===== config.mk =====
export PLATFORM = sky130hd
export DESIGN_NAME = core_mem_arbiter
export DESIGN_NICKNAME = d
export VERILOG_FILES = /design/src/rtl/core_mem_pkg.sv /design/src/rtl/core_fetch_buf.sv /design/src/rtl/core_mem_arbiter.sv
export SDC_FILE = /design/constraint.sdc
export NUM_CORES = 1
export LEC_CHECK = 0
export CELL_PAD_IN_SITES_DETAIL_PLACEMENT = 1
export CELL_PAD_IN_SITES_GLOBAL_PLACEMENT = 1
export CORE_UTILIZATION = 27
export CTS_CLUSTER_SIZE = 28
export DETAILED_ROUTE_END_ITERATION = 12
export PLACE_DENSITY = 0.74
export SLEW_MARGIN = 20
export SYNTH_ARGS = -nofsm -noshare
export SYNTH_HDL_FRONTEND = slang
export SYNTH_SLANG_ARGS = --single-unit

===== constraint.sdc =====
create_clock -name clk -period 4.7 [get_ports clk]
set_input_delay 0.705 -clock clk [delete_from_list [all_inputs] [get_ports clk]]
set_output_delay 0.705 -clock clk [all_outputs]
set_load 0.01 [all_outputs]

===== src/rtl/core_mem_pkg.sv =====
// Shared types and widths for the core memory arbiter and its optional fetch buffer.
package core_mem_pkg;

    typedef enum logic {ARB_IDLE, ARB_ACCESS} arb_state_t;
    typedef enum logic {OWN_FETCH, OWN_DATA} arb_owner_t;

    localparam int LAT_CNT_W   = 4;
    localparam int WORD_ADDR_W = 30;

endpackage


===== src/rtl/core_fetch_buf.sv =====
// One-entry fetch buffer: remembers the last fetched word so a repeat fetch completes without the memory.
module core_fetch_buf
    import core_mem_pkg::*;
(
    input  logic                   clk,
    input  logic                   reset,
    input  logic                   i_lookup,
    input  logic [WORD_ADDR_W-1:0] i_lookup_addr,
    input  logic                   i_fill,
    input  logic [WORD_ADDR_W-1:0] i_fill_addr,
    input  logic [31:0]            i_fill_data,
    input  logic                   i_inval,
    input  logic [WORD_ADDR_W-1:0] i_inval_addr,
    output logic                   o_hit,
    output logic [31:0]            o_data
);

    logic                   r_valid;
    logic [WORD_ADDR_W-1:0] r_tag;
    logic [31:0]            r_data;

    assign o_hit  = i_lookup & r_valid & (r_tag == i_lookup_addr);
    assign o_data = r_data;

    // Fill and invalidate never coincide: fills happen at the end of a fetch access, invalidates at a data grant.
    always_ff @(posedge clk) begin
        if (reset) begin
            r_valid <= 1'b0;
            r_tag   <= '0;
            r_data  <= '0;
        end else if (i_fill) begin
            r_valid <= 1'b1;
            r_tag   <= i_fill_addr;
            r_data  <= i_fill_data;
        end else if (i_inval && r_valid && (r_tag == i_inval_addr)) begin
            r_valid <= 1'b0;
        end
    end

endmodule


===== src/rtl/core_mem_arbiter.sv =====
// Arbitrates the core's fetch and data ports onto one fixed-latency single-port memory.
// Define FETCH_BUF_EN to add a one-entry fetch buffer that can answer repeat fetches without a memory access.
module core_mem_arbiter
    import core_mem_pkg::*;
#(
    parameter int MEM_LAT    = 2,
    parameter int STARVE_MAX = 4
) (
    input  logic        clk,
    input  logic        reset,
    input  logic        if_req,
    input  logic [31:0] if_addr,
    output logic        if_ready,
    output logic [31:0] if_rdata,
    input  logic        d_req,
    input  logic        d_we,
    input  logic [31:0] d_addr,
    input  logic [31:0] d_wdata,
    output logic        d_ready,
    output logic [31:0] d_rdata,
    output logic        mem_en,
    output logic        mem_we,
    output logic [31:0] mem_addr,
    output logic [31:0] mem_wdata,
    input  logic [31:0] mem_rdata
);

    localparam logic [LAT_CNT_W-1:0] LAT_INIT   = LAT_CNT_W'(MEM_LAT - 1);
    localparam logic [LAT_CNT_W-1:0] STARVE_LIM = LAT_CNT_W'(STARVE_MAX);

    arb_state_t             r_state;
    arb_state_t             w_state_next;
    arb_owner_t             r_owner;
    arb_owner_t             w_owner_next;
    logic [LAT_CNT_W-1:0]   r_cnt;
    logic [LAT_CNT_W-1:0]   w_cnt_next;
    logic [LAT_CNT_W-1:0]   r_starve;
    logic [LAT_CNT_W-1:0]   w_starve_next;
    logic                   r_we;
    logic [31:0]            r_addr;
    logic [31:0]            r_wdata;
    logic                   r_if_ready;
    logic                   r_d_ready;
    logic [31:0]            r_if_rdata;
    logic [31:0]            r_d_rdata;

    logic                   w_fetch_busy;
    logic                   w_if_elig;
    logic                   w_d_elig;
    logic                   w_if_hit;
    logic                   w_if_arb;
    logic [31:0]            w_buf_data;
    logic                   w_grant_d;
    logic                   w_grant_f;
    logic                   w_last;
    logic                   w_fetch_done;
    logic                   w_data_done;

    // A port's request is ignored in its own ready cycle: the requester only updates at that edge.
    assign w_fetch_busy = (r_state == ARB_ACCESS) && (r_owner == OWN_FETCH);
    assign w_if_elig    = if_req & ~r_if_ready & ~w_fetch_busy;
    assign w_d_elig     = d_req & ~r_d_ready;
    assign w_if_arb     = w_if_elig & ~w_if_hit;

`ifdef FETCH_BUF_EN
    core_fetch_buf u_fetch_buf (
        .clk           (clk),
        .reset         (reset),
        .i_lookup      (w_if_elig),
        .i_lookup_addr (if_addr[31:2]),
        .i_fill        (w_fetch_done),
        .i_fill_addr   (r_addr[31:2]),
        .i_fill_data   (mem_rdata),
        .i_inval       (w_grant_d & d_we),
        .i_inval_addr  (d_addr[31:2]),
        .o_hit         (w_if_hit),
        .o_data        (w_buf_data)
    );
`else
    assign w_if_hit   = 1'b0;
    assign w_buf_data = '0;
`endif

    always_comb begin
        w_state_next  = r_state;
        w_owner_next  = r_owner;
        w_cnt_next    = r_cnt;
        w_starve_next = r_starve;
        w_grant_d     = 1'b0;
        w_grant_f     = 1'b0;
        w_last        = 1'b0;
        case (r_state)
            ARB_IDLE: begin
                // Data normally wins (older instruction) unless a waiting fetch has been passed over too often.
                if (w_d_elig && !(w_if_arb && (r_starve == STARVE_LIM))) begin
                    w_grant_d     = 1'b1;
                    w_state_next  = ARB_ACCESS;
                    w_owner_next  = OWN_DATA;
                    w_cnt_next    = LAT_INIT;
                    w_starve_next = w_if_arb ? (r_starve + 1'b1) : '0;
                end else if (w_if_arb) begin
                    w_grant_f     = 1'b1;
                    w_state_next  = ARB_ACCESS;
                    w_owner_next  = OWN_FETCH;
                    w_cnt_next    = LAT_INIT;
                    w_starve_next = '0;
                end
            end
            ARB_ACCESS: begin
                if (r_cnt == '0) begin
                    w_last       = 1'b1;
                    w_state_next = ARB_IDLE;
                end else begin
                    w_cnt_next = r_cnt - 1'b1;
                end
            end
            default: w_state_next = ARB_IDLE;
        endcase
    end

    assign w_fetch_done = w_last & (r_owner == OWN_FETCH);
    assign w_data_done  = w_last & (r_owner == OWN_DATA);

    always_ff @(posedge clk) begin
        if (reset) begin
            r_state    <= ARB_IDLE;
            r_owner    <= OWN_FETCH;
            r_cnt      <= '0;
            r_starve   <= '0;
            r_we       <= 1'b0;
            r_addr     <= '0;
            r_wdata    <= '0;
            r_if_ready <= 1'b0;
            r_d_ready  <= 1'b0;
            r_if_rdata <= '0;
            r_d_rdata  <= '0;
        end else begin
            r_state  <= w_state_next;
            r_owner  <= w_owner_next;
            r_cnt    <= w_cnt_next;
            r_starve <= w_starve_next;
            if (w_grant_d) begin
                r_we    <= d_we;
                r_addr  <= d_addr;
                r_wdata <= d_wdata;
            end else if (w_grant_f) begin
                r_we    <= 1'b0;
                r_addr  <= if_addr;
                r_wdata <= '0;
            end
            r_if_ready <= w_fetch_done | w_if_hit;
            r_d_ready  <= w_data_done;
            if (w_fetch_done) begin
                r_if_rdata <= mem_rdata;
            end else if (w_if_hit) begin
                r_if_rdata <= w_buf_data;
            end
            if (w_data_done && !r_we) begin
                r_d_rdata <= mem_rdata;
            end
        end
    end

    assign mem_en    = (r_state == ARB_ACCESS);
    assign mem_we    = (r_state == ARB_ACCESS) & r_we;
    assign mem_addr  = r_addr;
    assign mem_wdata = r_wdata;
    assign if_ready  = r_if_ready;
    assign if_rdata  = r_if_rdata;
    assign d_ready   = r_d_ready;
    assign d_rdata   = r_d_rdata;

endmodule


* Word-level counts from Yosys, hierarchy flattened
Index checks and enable logic that the tools add are counted.
** Operators by class
- Eq/ne operators :: 3
- Reduce and logical (&&, ||, !) cells :: 11
- Bitwise gates (word level) :: 11
- $add $sub $neg :: 2
- Muxes and demuxes :: 25
** Operators by type and width (number)
- 32-bit two-way mux :: 4
- 4-bit two-way mux :: 6
- 1-bit two-way mux :: 13
- 4-bit one-hot mux with 2 select lines :: 1
- 1-bit AND :: 6
- 1-bit NOT :: 5
- 4-bit by 1-bit adder with 4-bit output, second input constant :: 1
- 4-bit by 3-bit == test with 1-bit output, second input constant :: 1
- 1-bit logical AND :: 4
- 4-bit logical NOT :: 1
- 2-bit AND reduction :: 2
- 2-bit nonzero test :: 2
- 4-bit by 1-bit subtractor with 4-bit output, second input constant :: 1
- 3-bit != test, second input constant :: 1
- 1-bit logical NOT :: 2
- 2-bit != test, second input constant :: 1
- 1-bit one-hot mux with 2 select lines :: 1
** Storage, ports and cells
- Bits in registers :: 141
- Output and inout port bits :: 132

* Longest topological paths before layout
Gate-level depths: netlist of run 1.
- Word-level depth :: 11
- Gate-level depth with buffers :: 8
- Gate-level depth less buffers :: 6

* Worst setup path before layout of run 1
No wires, ideal clock.
- Path type :: input to register
- Start point :: input port d_req
- End point :: register r_starve[3]
- Stages :: 8
- Setup slack :: 2.780 ns
- Arrival time :: 1.800 ns
- Buffers on the path :: 4
- Setup time :: 0.120 ns
- Data required time :: 4.580 ns
- Cells stage by stage :: nand2b_4 > buf_6 > a21o_1 > buf_6 > and2_4 > buf_6 > buf_6 > a211o_1
** Between the ends
- Word-level cells in the longest chain between the ends :: 4
** RTL lines
- from (decl) :: line core_mem_arbiter.sv:15 : input logic d_req,
- 1-bit AND (*) :: line core_mem_arbiter.sv:62 : assign w_d_elig = d_req & ~r_d_ready;
- 1-bit logical AND (*) :: line core_mem_arbiter.sv:95 : if (w_d_elig && !(w_if_arb && (r_starve == STARVE_LIM))) begin
- 2-bit nonzero test (no source line)
- 2-bit AND reduction (no source line)
- to (signal assigned) :: line core_mem_arbiter.sv:141 : r_starve <= w_starve_next;
- to (decl) :: line core_mem_arbiter.sv:37 : logic [LAT_CNT_W-1:0] r_starve;
Every way passes the cells marked *; elsewhere a longest branch is shown, timed or not.
A chain may end at the register's enable or synchronous reset.

* Worst setup path after layout of run 1
- Start point :: register r_state (netlist: mem_en)
- End point :: output port mem_we
** Between the ends
- Word-level cells in the longest chain between the ends :: 1
** RTL lines
- from (decl) :: line core_mem_arbiter.sv:31 : arb_state_t r_state;
- from (signal assigned) :: line core_mem_arbiter.sv:138 : r_state <= w_state_next;
- 1-bit AND :: line core_mem_arbiter.sv:165 : assign mem_we = (r_state == ARB_ACCESS) & r_we;
- to (decl) :: line core_mem_arbiter.sv:22 : output logic mem_we,
No other way between the ends.

==> impl_metrics.tcl, run 1 <==
set metrics [dict create \
    remaining_drc_errors 0 \
    antenna_found_initial 0 \
    utilization_pct 45.43 \
    die_y_um 140.8 \
    p_int_mw 2.318 \
    wl_per_cell_um 16.50 \
    cts_tree "yes" \
    antenna_cells 0 \
    initialDrtViolationCount 139 \
    dp_hpwl_mm 12.45 \
    ctsResizeCount 0 \
    cts_setup_buffers 0 \
    cts_max_path_buffers 2 \
    p_leak_nw 3.076 \
    min_path_cells 2 \
    tightest_slew_ns 0.7876 \
    num-nets-final 912 \
    die_area_sq_um 19840 \
    cpPeakStageDelay_ns 0.62 \
    fin_crit_ns 2.475 \
    cts-root-buf "clkbuf_16" \
    crit_path_start_kind "register" \
    viasPerCell 4.629 \
    clk_pin_slew_ns 0.07 \
    hold_viol_final 0 \
    finalCritPeriodShare_pct 52.66 \
    first_pass_iters 4 \
    fmaxAchievable_mhz 404.0 \
    synth_cell_types 38 \
    skew_ns 0.01213 \
    via_count 4856 \
    synth_edf_count 0 \
    ys_seq_area_share_pct 54.23 \
    max_slew_margin_pct 47.50 \
    h-tree-depth 4 \
    most-common-layout-cells "clkdlybuf4s50_1, dfxtp_1, nand2_1" \
    crit_required_ns 3.99 \
    final_common_cell "clkdlybuf4s50_1" \
    status "complete, no violations" \
    insertion_delay_ns 0.42 \
    power.share.clock_pct 40.2 \
    avgSynthCellArea_sq_um 9.839 \
    finalSetupViolCount 0 \
    power.total_mw 3.231 \
    io_buffers 264 \
    final_antenna_net_count 0 \
    power_density_nw_per_um2 377.7 \
    p_sw_uw 913.1 \
    die_w_um 140.8 \
    drive_above_1_share_pct 6.464 \
    synthesis.nets 665 \
    maxCapViolCount 0 \
    ff2ff_path_depth 4 \
    yosysWarningCount 0 \
    grt_max_degree 71 \
    core_sq_um 18830 \
    ctsHoldBuffers 0 \
    critPathArrivalTime_ns 1.77 \
    overflow 0 \
    crit_chain "and2_1 > clkdlybuf4s50_1" \
    gp_congestion 0.7789 \
    synthCells 529 \
    grt_pass1_wl_mm 26.94 \
    cts_buffers 17 \
    slew_violations 0 \
    ys_seq_elements 141 \
    routed_wl_mm 17.31 \
    path_class "reg -> out" \
    num_io_pins 265 \
    synthArstFlopShare_pct 0 \
    grt_pass1_vias 5158 \
    ir_worst_vdd_mv 0.2351 \
    end_kind "output pin" \
    rows 50 \
    pwr-share-seq_pct 41.5 \
    initial_utilization_pct 27.64 \
    switching_share_pct 28.26 \
    finalSetupTns_ns 0 \
    crit_fanout 11 \
    combPwrFrac_pct 18.3 \
    synth_area_sq_um 5205 \
    ys.flop_type "dfxtp_1" \
    hold_class "reg -> reg" \
    cpMaxStageDelayCell "dfxtp_1" \
    area_growth_pct 64.35 \
    cts_sinks 141 \
    rsz0062_at_grt "no" \
    grt_use_total_pct 17.43 \
]
[final timing paths]
| kind | start | end | slack, ns |
|---|---|---|---|
| setup / recovery | mem_en | mem_we | 2.22 |
| setup reg to reg | mem_en | d_rdata[8] | 2.50 |
| hold reg to reg | if_rdata[24] | if_rdata[24] | 0.46 |
| hold / removal | if_rdata[24] | if_rdata[24] | 0.46 |
[sequential cells by signal, indices dropped and copies added, names as in the netlist, 4 cells and up]
signal     count
d_rdata       32
if_rdata      32
mem_addr      32
mem_wdata     32
r_cnt          4
r_starve       4
[metal layers]
layer / vias up / wire, um / share of wire (%) / track usage [%]
li1: 2339 / - / - / -
met3: 15 / 1812 / 10 / 8.254
met5: - / 0 / 0 / 0
met2: 193 / 8321 / 48 / 30.56
met1: 2309 / 6909 / 40 / 18.33
met4: 0 / 267 / 1.5 / 5.721
[power groups by stage]
stage               sequential, mW  combinational [mW]  clock, mW
floorplan                     1.39               0.234          0
global placement              1.36               0.578          0
detailed placement            1.37               0.599          0
CTS                           1.34               0.602       1.35
global route                  1.35               0.638       1.39
finish                        1.34               0.592       1.30
[cells by family after synthesis]
logic type	after synthesis	synth area share, %
buffers and inverters	49	5.313
adders and majority gates	3	0.7212
AOI/OAI and AO/OA	145	20.10
DFF	141	54.23
xor gates and xnor gates	1	0.1683
muxes	35	6.755
and+or+nand+nor	155	12.72
[critical path, delay by kind of cell (launching register included)]
family,cells,cell delay (ns)
buffers and inverters,1,0.54
flip-flops,1,0.62
AND/OR/NAND/NOR,1,0.19
[cell type report]
type,instances,area [sq um]
Fill cell,2069,10280
Sequential cell,141,2823
Timing Repair Buffer,270,2683
Multi-Input combinational cell,339,2117
Clock buffer,17,425.4
Tap cell,260,325.3
Clock inverter,15,155.1
Inverter,7,26.28
[synth_stat cells (2+ instances only)]
| library cell | number | area share [%] |
|---|---|---|
| nor3_1 | 2 | 0.19 |
| nor4_1 | 2 | 0.24 |
| nand3b_1 | 2 | 0.29 |
| inv_1 | 7 | 0.50 |
| nand2_1 | 128 | 9.2 |
| buf_2 | 11 | 1.1 |
| nand3_1 | 4 | 0.38 |
| nand2b_1 | 3 | 0.36 |
| ha_1 | 3 | 0.72 |
| buf_6 | 10 | 2.2 |
| dfxtp_1 | 141 | 54 |
| a22o_1 | 34 | 5.7 |
| clkbuf_1 | 20 | 1.4 |
| a21o_1 | 3 | 0.43 |
| o2bb2ai_1 | 32 | 5.4 |
| or3_1 | 2 | 0.24 |
| a21oi_1 | 67 | 6.4 |
| mux2i_1 | 34 | 6.5 |
| a211o_1 | 3 | 0.50 |
| nor2_1 | 3 | 0.22 |
[metrics by stage]
step                      cell area, sq um  hold slack [ns]  instances  setup WS [ns]
after CTS                             8553           0.4579       1049          2.191
after global routing                  8554           0.4756       1049          2.138
after global placement                7971           0.4424       1017          2.080
after detailed placement              7973           0.4456       1017          1.985
final                                 8554           0.4556       1049          2.225
after floorplan                       5205           0.4492        529          2.780
Power figures use the tool's default switching activity.
==> run 2: changes to the inputs <==
- clock period: 4.7 -> 2.3 ns (I/O delays scaled with it)
==> run 2 against run 1 <==
Combinational power is 110% higher; worst setup slack worse by 1.9 ns; sequential power is 100% higher; power is 110% higher; sequential share of layout area is 0.45 points lower; hold slack worse by 0.083 ns; global-route usage is 0.59 points higher; first-iteration DRC count is 22% higher; clock-buffer cell count stayed put; via count is 0.93% higher; register-to-register slack worse by 2.2 ns; clock power is 130% higher; critical path type unchanged; largest power group is now the clock network.
==> impl_metrics.tcl, run 2 (synthesis gave the netlist of run 1 again) <==
set metrics [dict create \
    critPathArrivalTime_ns 1.63 \
    final_common_cell "clkdlybuf4s50_1" \
    layout_setup_ws_ns 0.3260 \
    antenna_cells 0 \
    status "complete, no violations" \
    clk_pin_slew_ns 0.07 \
    die_area_sq_um 19840 \
    fill_cells 2093 \
    hold_class "in -> reg" \
    remaining_drc_errors 0 \
    num-nets-final 917 \
    viasPerCell 4.650 \
    power_density_nw_per_um2 797.6 \
    io_buffers 264 \
    die_w_um 140.8 \
    most-common-layout-cells "clkdlybuf4s50_1, dfxtp_1, nand2_1" \
    first_pass_iters 4 \
    finalCritPeriodShare_pct 85.83 \
    dp_hpwl_mm 12.86 \
    grt_pass1_vias 5157 \
    ff2ff_path_depth 6 \
    cts-root-buf "clkbuf_16" \
    routed_wl_mm 17.91 \
    crit_path_start_kind "register" \
    p_leak_nw 3.138 \
    fmaxAchievable_mhz 506.6 \
    antenna_found_initial 0 \
    power.total_mw 6.917 \
    finalSetupViolCount 0 \
    grt_use_total_pct 18.02 \
    initialDrtViolationCount 169 \
    rows 50 \
    cts_sinks 141 \
    cts_buffers 17 \
    ctsHoldBuffers 0 \
    overflow 0 \
    h-tree-depth 4 \
    skew_ns 0.01168 \
    wl_per_cell_um 16.99 \
    max_slew_margin_pct 48.96 \
    tightest_slew_ns 0.7656 \
    crit_fanout 10 \
    ctsResizeCount 0 \
    path_class "reg -> out" \
    final_antenna_net_count 0 \
    grt_pass1_wl_mm 27.88 \
    via_count 4901 \
    slew_violations 0 \
    ir_worst_vdd_mv 0.5005 \
    cts_setup_buffers 0 \
    core_sq_um 18830 \
    crit_required_ns 1.96 \
    cts_max_path_buffers 2 \
    insertion_delay_ns 0.42 \
    rsz0062_at_grt "no" \
    finalSetupTns_ns 0 \
    maxCapViolCount 0 \
    grt_max_degree 70 \
    cts_tree "yes" \
    area_growth_pct 66.61 \
    fin_crit_ns 1.974 \
    num_io_pins 265 \
    die_y_um 140.8 \
    whs_ns 0.3726 \
    drive_above_1_share_pct 6.801 \
    initial_utilization_pct 27.64 \
    min_path_cells 3 \
    end_kind "output pin" \
    gp_congestion 0.7422 \
    hold_viol_final 0 \
    place_ws_ns 0.1724 \
]
run 2: metrics by stage:
stage                     area [sq um]  util, %  cells
final                             8672    46.05   1054
after global routing              8672    46.05   1054
after CTS                         8672    46.05   1054
after detailed placement          8046    42.73   1022
after global placement            8046    42.73   1022
after floorplan                   5205        -    529
run 2: report_power, final:
group	total [mW]	leakage, nW	switching (mW)	internal [mW]
clock network	2.93	0.307	1.18	1.75
registers	2.73	1.15	0.108	2.63
logic	1.25	1.68	0.562	0.693
run 2: cell type report:
cell class | count | area, sq um | share of cell area [%]
Timing Repair Buffer | 275 | 2758 | 31.80
Sequential cell | 141 | 2823 | 32.55
Clock inverter | 15 | 200.2 | 2.308
Inverter | 7 | 26.28 | 0.3030
Tap cell | 260 | 325.3 | 3.751
Multi-Input combinational cell | 339 | 2115 | 24.38
Clock buffer | 17 | 425.4 | 4.905
run 2: per-layer routing:
layer  global-route usage [%]  vias up  share of wire, %
met5                        0        -                 0
met4                    5.549        0              0.88
met3                    7.846       14               9.6
met2                    30.85      186                48
met1                    20.13     2352                42
li1                         -     2349                 -
run 2: final timing paths:
kind / start / end / slack [ns]
max: mem_en / mem_we / 0.33
max reg2reg: r_starve[0] / mem_wdata[23] / 0.35
min: reset / r_owner / 0.37
min reg2reg: if_rdata[3] / if_rdata[3] / 0.46
run 2: worst max-delay path, cell delays in order (launching register included):
cell,delay (ns)
dfxtp_1,0.33
buf_4,0.19
and2_1,0.15
clkdlybuf4s50_1,0.54
==> run 3: changes to the inputs <==
- ABC_CLOCK_PERIOD_IN_PS: default -> 2300
- CORE_MARGIN: default -> 4
==> run 3 against run 2 <==
Core utilization rose by 0.15 points; clock skew fell by 0.0037 ns; combinational power barely moved; cell area rose by 0.32%; wire length rose by 4.9%; hold slack improved by 0.034 ns; first-iteration DRC count fell by 41%; global-route usage fell by 0.88 points; critical path depth did not move; via count rose by 0.14%; sequential share of layout area fell by 0.10 points; critical path type unchanged; largest power group unchanged; highest routed layer unchanged.
==> impl_metrics.tcl, run 3 (synthesis gave the netlist of run 1 again) <==
set metrics [dict create \
    status "complete, no violations" \
    cts_max_path_buffers 2 \
    power.total_mw 6.793 \
    finalSetupViolCount 0 \
    max_slew_margin_pct 47.89 \
    combPwrFrac_pct 18.5 \
    initial_utilization_pct 27.64 \
    end_kind "output pin" \
    place_ws_ns -0.01701 \
    antenna_found_initial 0 \
    final_antenna_net_count 0 \
    hold_class "in -> reg" \
    path_class "reg -> out" \
    insertion_delay_ns 0.41 \
    h-tree-depth 4 \
    core_sq_um 18830 \
    overflow 0 \
    p_int_mw 4.963 \
    num-nets-final 925 \
    wl_per_cell_um 17.69 \
    cts_sinks 141 \
    cpPeakStageDelay_ns 0.55 \
    critPathArrivalTime_ns 1.74 \
    crit_path_start_kind "register" \
    cts_tree "yes" \
    power.share.clock_pct 41.2 \
    grt_use_total_pct 17.14 \
    die_w_um 146.8 \
    viasPerCell 4.621 \
    dp_hpwl_mm 13.85 \
    drive_above_1_share_pct 7.731 \
    most-common-layout-cells "clkdlybuf4s50_1, dfxtp_1, nand2_1" \
    cts-root-buf "clkbuf_16" \
    fmaxAchievable_mhz 480.4 \
    crit_fanout 8 \
    die_y_um 146.8 \
    cpMaxStageDelayCell "clkdlybuf4s50_1" \
    crit_chain "buf_4 > and2_1 > clkdlybuf4s50_1" \
    antenna_cells 0 \
    power_density_nw_per_um2 780.8 \
    grt_pass1_vias 5343 \
    rsz0062_at_grt "no" \
    io_buffers 264 \
    final_common_cell "clkdlybuf4s50_1" \
    whs_ns 0.4065 \
    via_count 4908 \
    p_sw_mw 1.830 \
    switching_share_pct 26.93 \
    maxCapViolCount 0 \
    area_growth_pct 67.14 \
    grt_pass1_wl_mm 29.88 \
    ctsResizeCount 0 \
    pwr-share-seq_pct 40.3 \
    die_area_sq_um 21560 \
    finalCritPeriodShare_pct 90.50 \
    fin_crit_ns 2.081 \
    clk_pin_slew_ns 0.07 \
    crit_family "buffers and inverters" \
    grt_max_degree 71 \
    crit_required_ns 1.96 \
    rows 50 \
    slew_violations 0 \
    skew_ns 0.007955 \
    initialDrtViolationCount 99 \
    cts_buffers 17 \
    cp.buffers_inverters 2 \
    routed_wl_mm 18.78 \
    num_io_pins 265 \
    gp_congestion 0.7705 \
    cts_setup_buffers 0 \
    p_leak_nw 3.154 \
    hold_viol_final 0 \
    ctsHoldBuffers 0 \
    tightest_slew_ns 0.7817 \
    ir_worst_vdd_mv 0.4542 \
    remaining_drc_errors 0 \
    layout_setup_ws_ns 0.2185 \
    first_pass_iters 4 \
]
## run 3: changes by cell type in the layout (fill, tap and decap cells not counted), sizes merged
| cell | change |
|---|---|
| clkinvlp | +2 |
| bufinv | -1 |
| clkinv | +1 |
| buf | +8 |
| inv | -2 |
## run 3: cell type report
class	count	area (sq um)
Fill cell	2075	10130
Sequential cell	141	2823
Timing Repair Buffer	283	2805
Multi-Input combinational cell	339	2115
Clock buffer	17	425.4
Tap cell	260	325.3
Clock inverter	15	180.2
Inverter	7	26.28
## run 3: worst paths after layout
kind                             startpoint           end  slack (ns)  cells after the start
worst max-delay path                 mem_en        mem_we        0.22                      3
worst min-delay path                  reset  if_rdata[25]        0.41                      3
worst max register to register  r_starve[0]   mem_addr[7]        0.35                      7
worst min register to register   d_rdata[5]    d_rdata[5]        0.46                      2
## run 3: worst register-to-register path: stages (launching register included)
cell and delay [ns]:
dfxtp_1 0.36, inv_1 0.08, ha_1 0.20, and3b_4 0.22
a211oi_4 0.27, buf_12 0.27, mux2i_1 0.33, o2bb2ai_1 0.10
## run 3: per-stage QoR
stage	std cells	cell area, sq um	utilization (%)	setup TNS (ns)
3_5_place_dp	1023	8041	42.70	-0.06808
2_1_floorplan	529	5205	-	0
3_3_place_gp	1023	8041	42.70	0
4_1_cts	1055	8647	45.92	0
5_1_grt	1062	8700	46.20	0
6_report	1062	8700	46.20	0
## run 3: power groups by stage
stage          clock network [mW]  registers (mW)  logic (mW)
2_1_floorplan                   0            2.85       0.479
3_5_place_dp                    0            2.79        1.27
4_1_cts                      2.87            2.74        1.27
3_3_place_gp                    0            2.78        1.22
5_1_grt                      2.98            2.76        1.36
6_report                     2.80            2.74        1.26
## run 3: routing by layer
layer / GRT usage [%] / share of wire (%) / vias to the layer above
met1: 19.97 / 41 / 2348
met3: 7.156 / 10 / 14
li1: - / - / 2356
met2: 29.29 / 48 / 190
met4: 4.139 / 0.80 / 0
met5: 0 / 0 / -
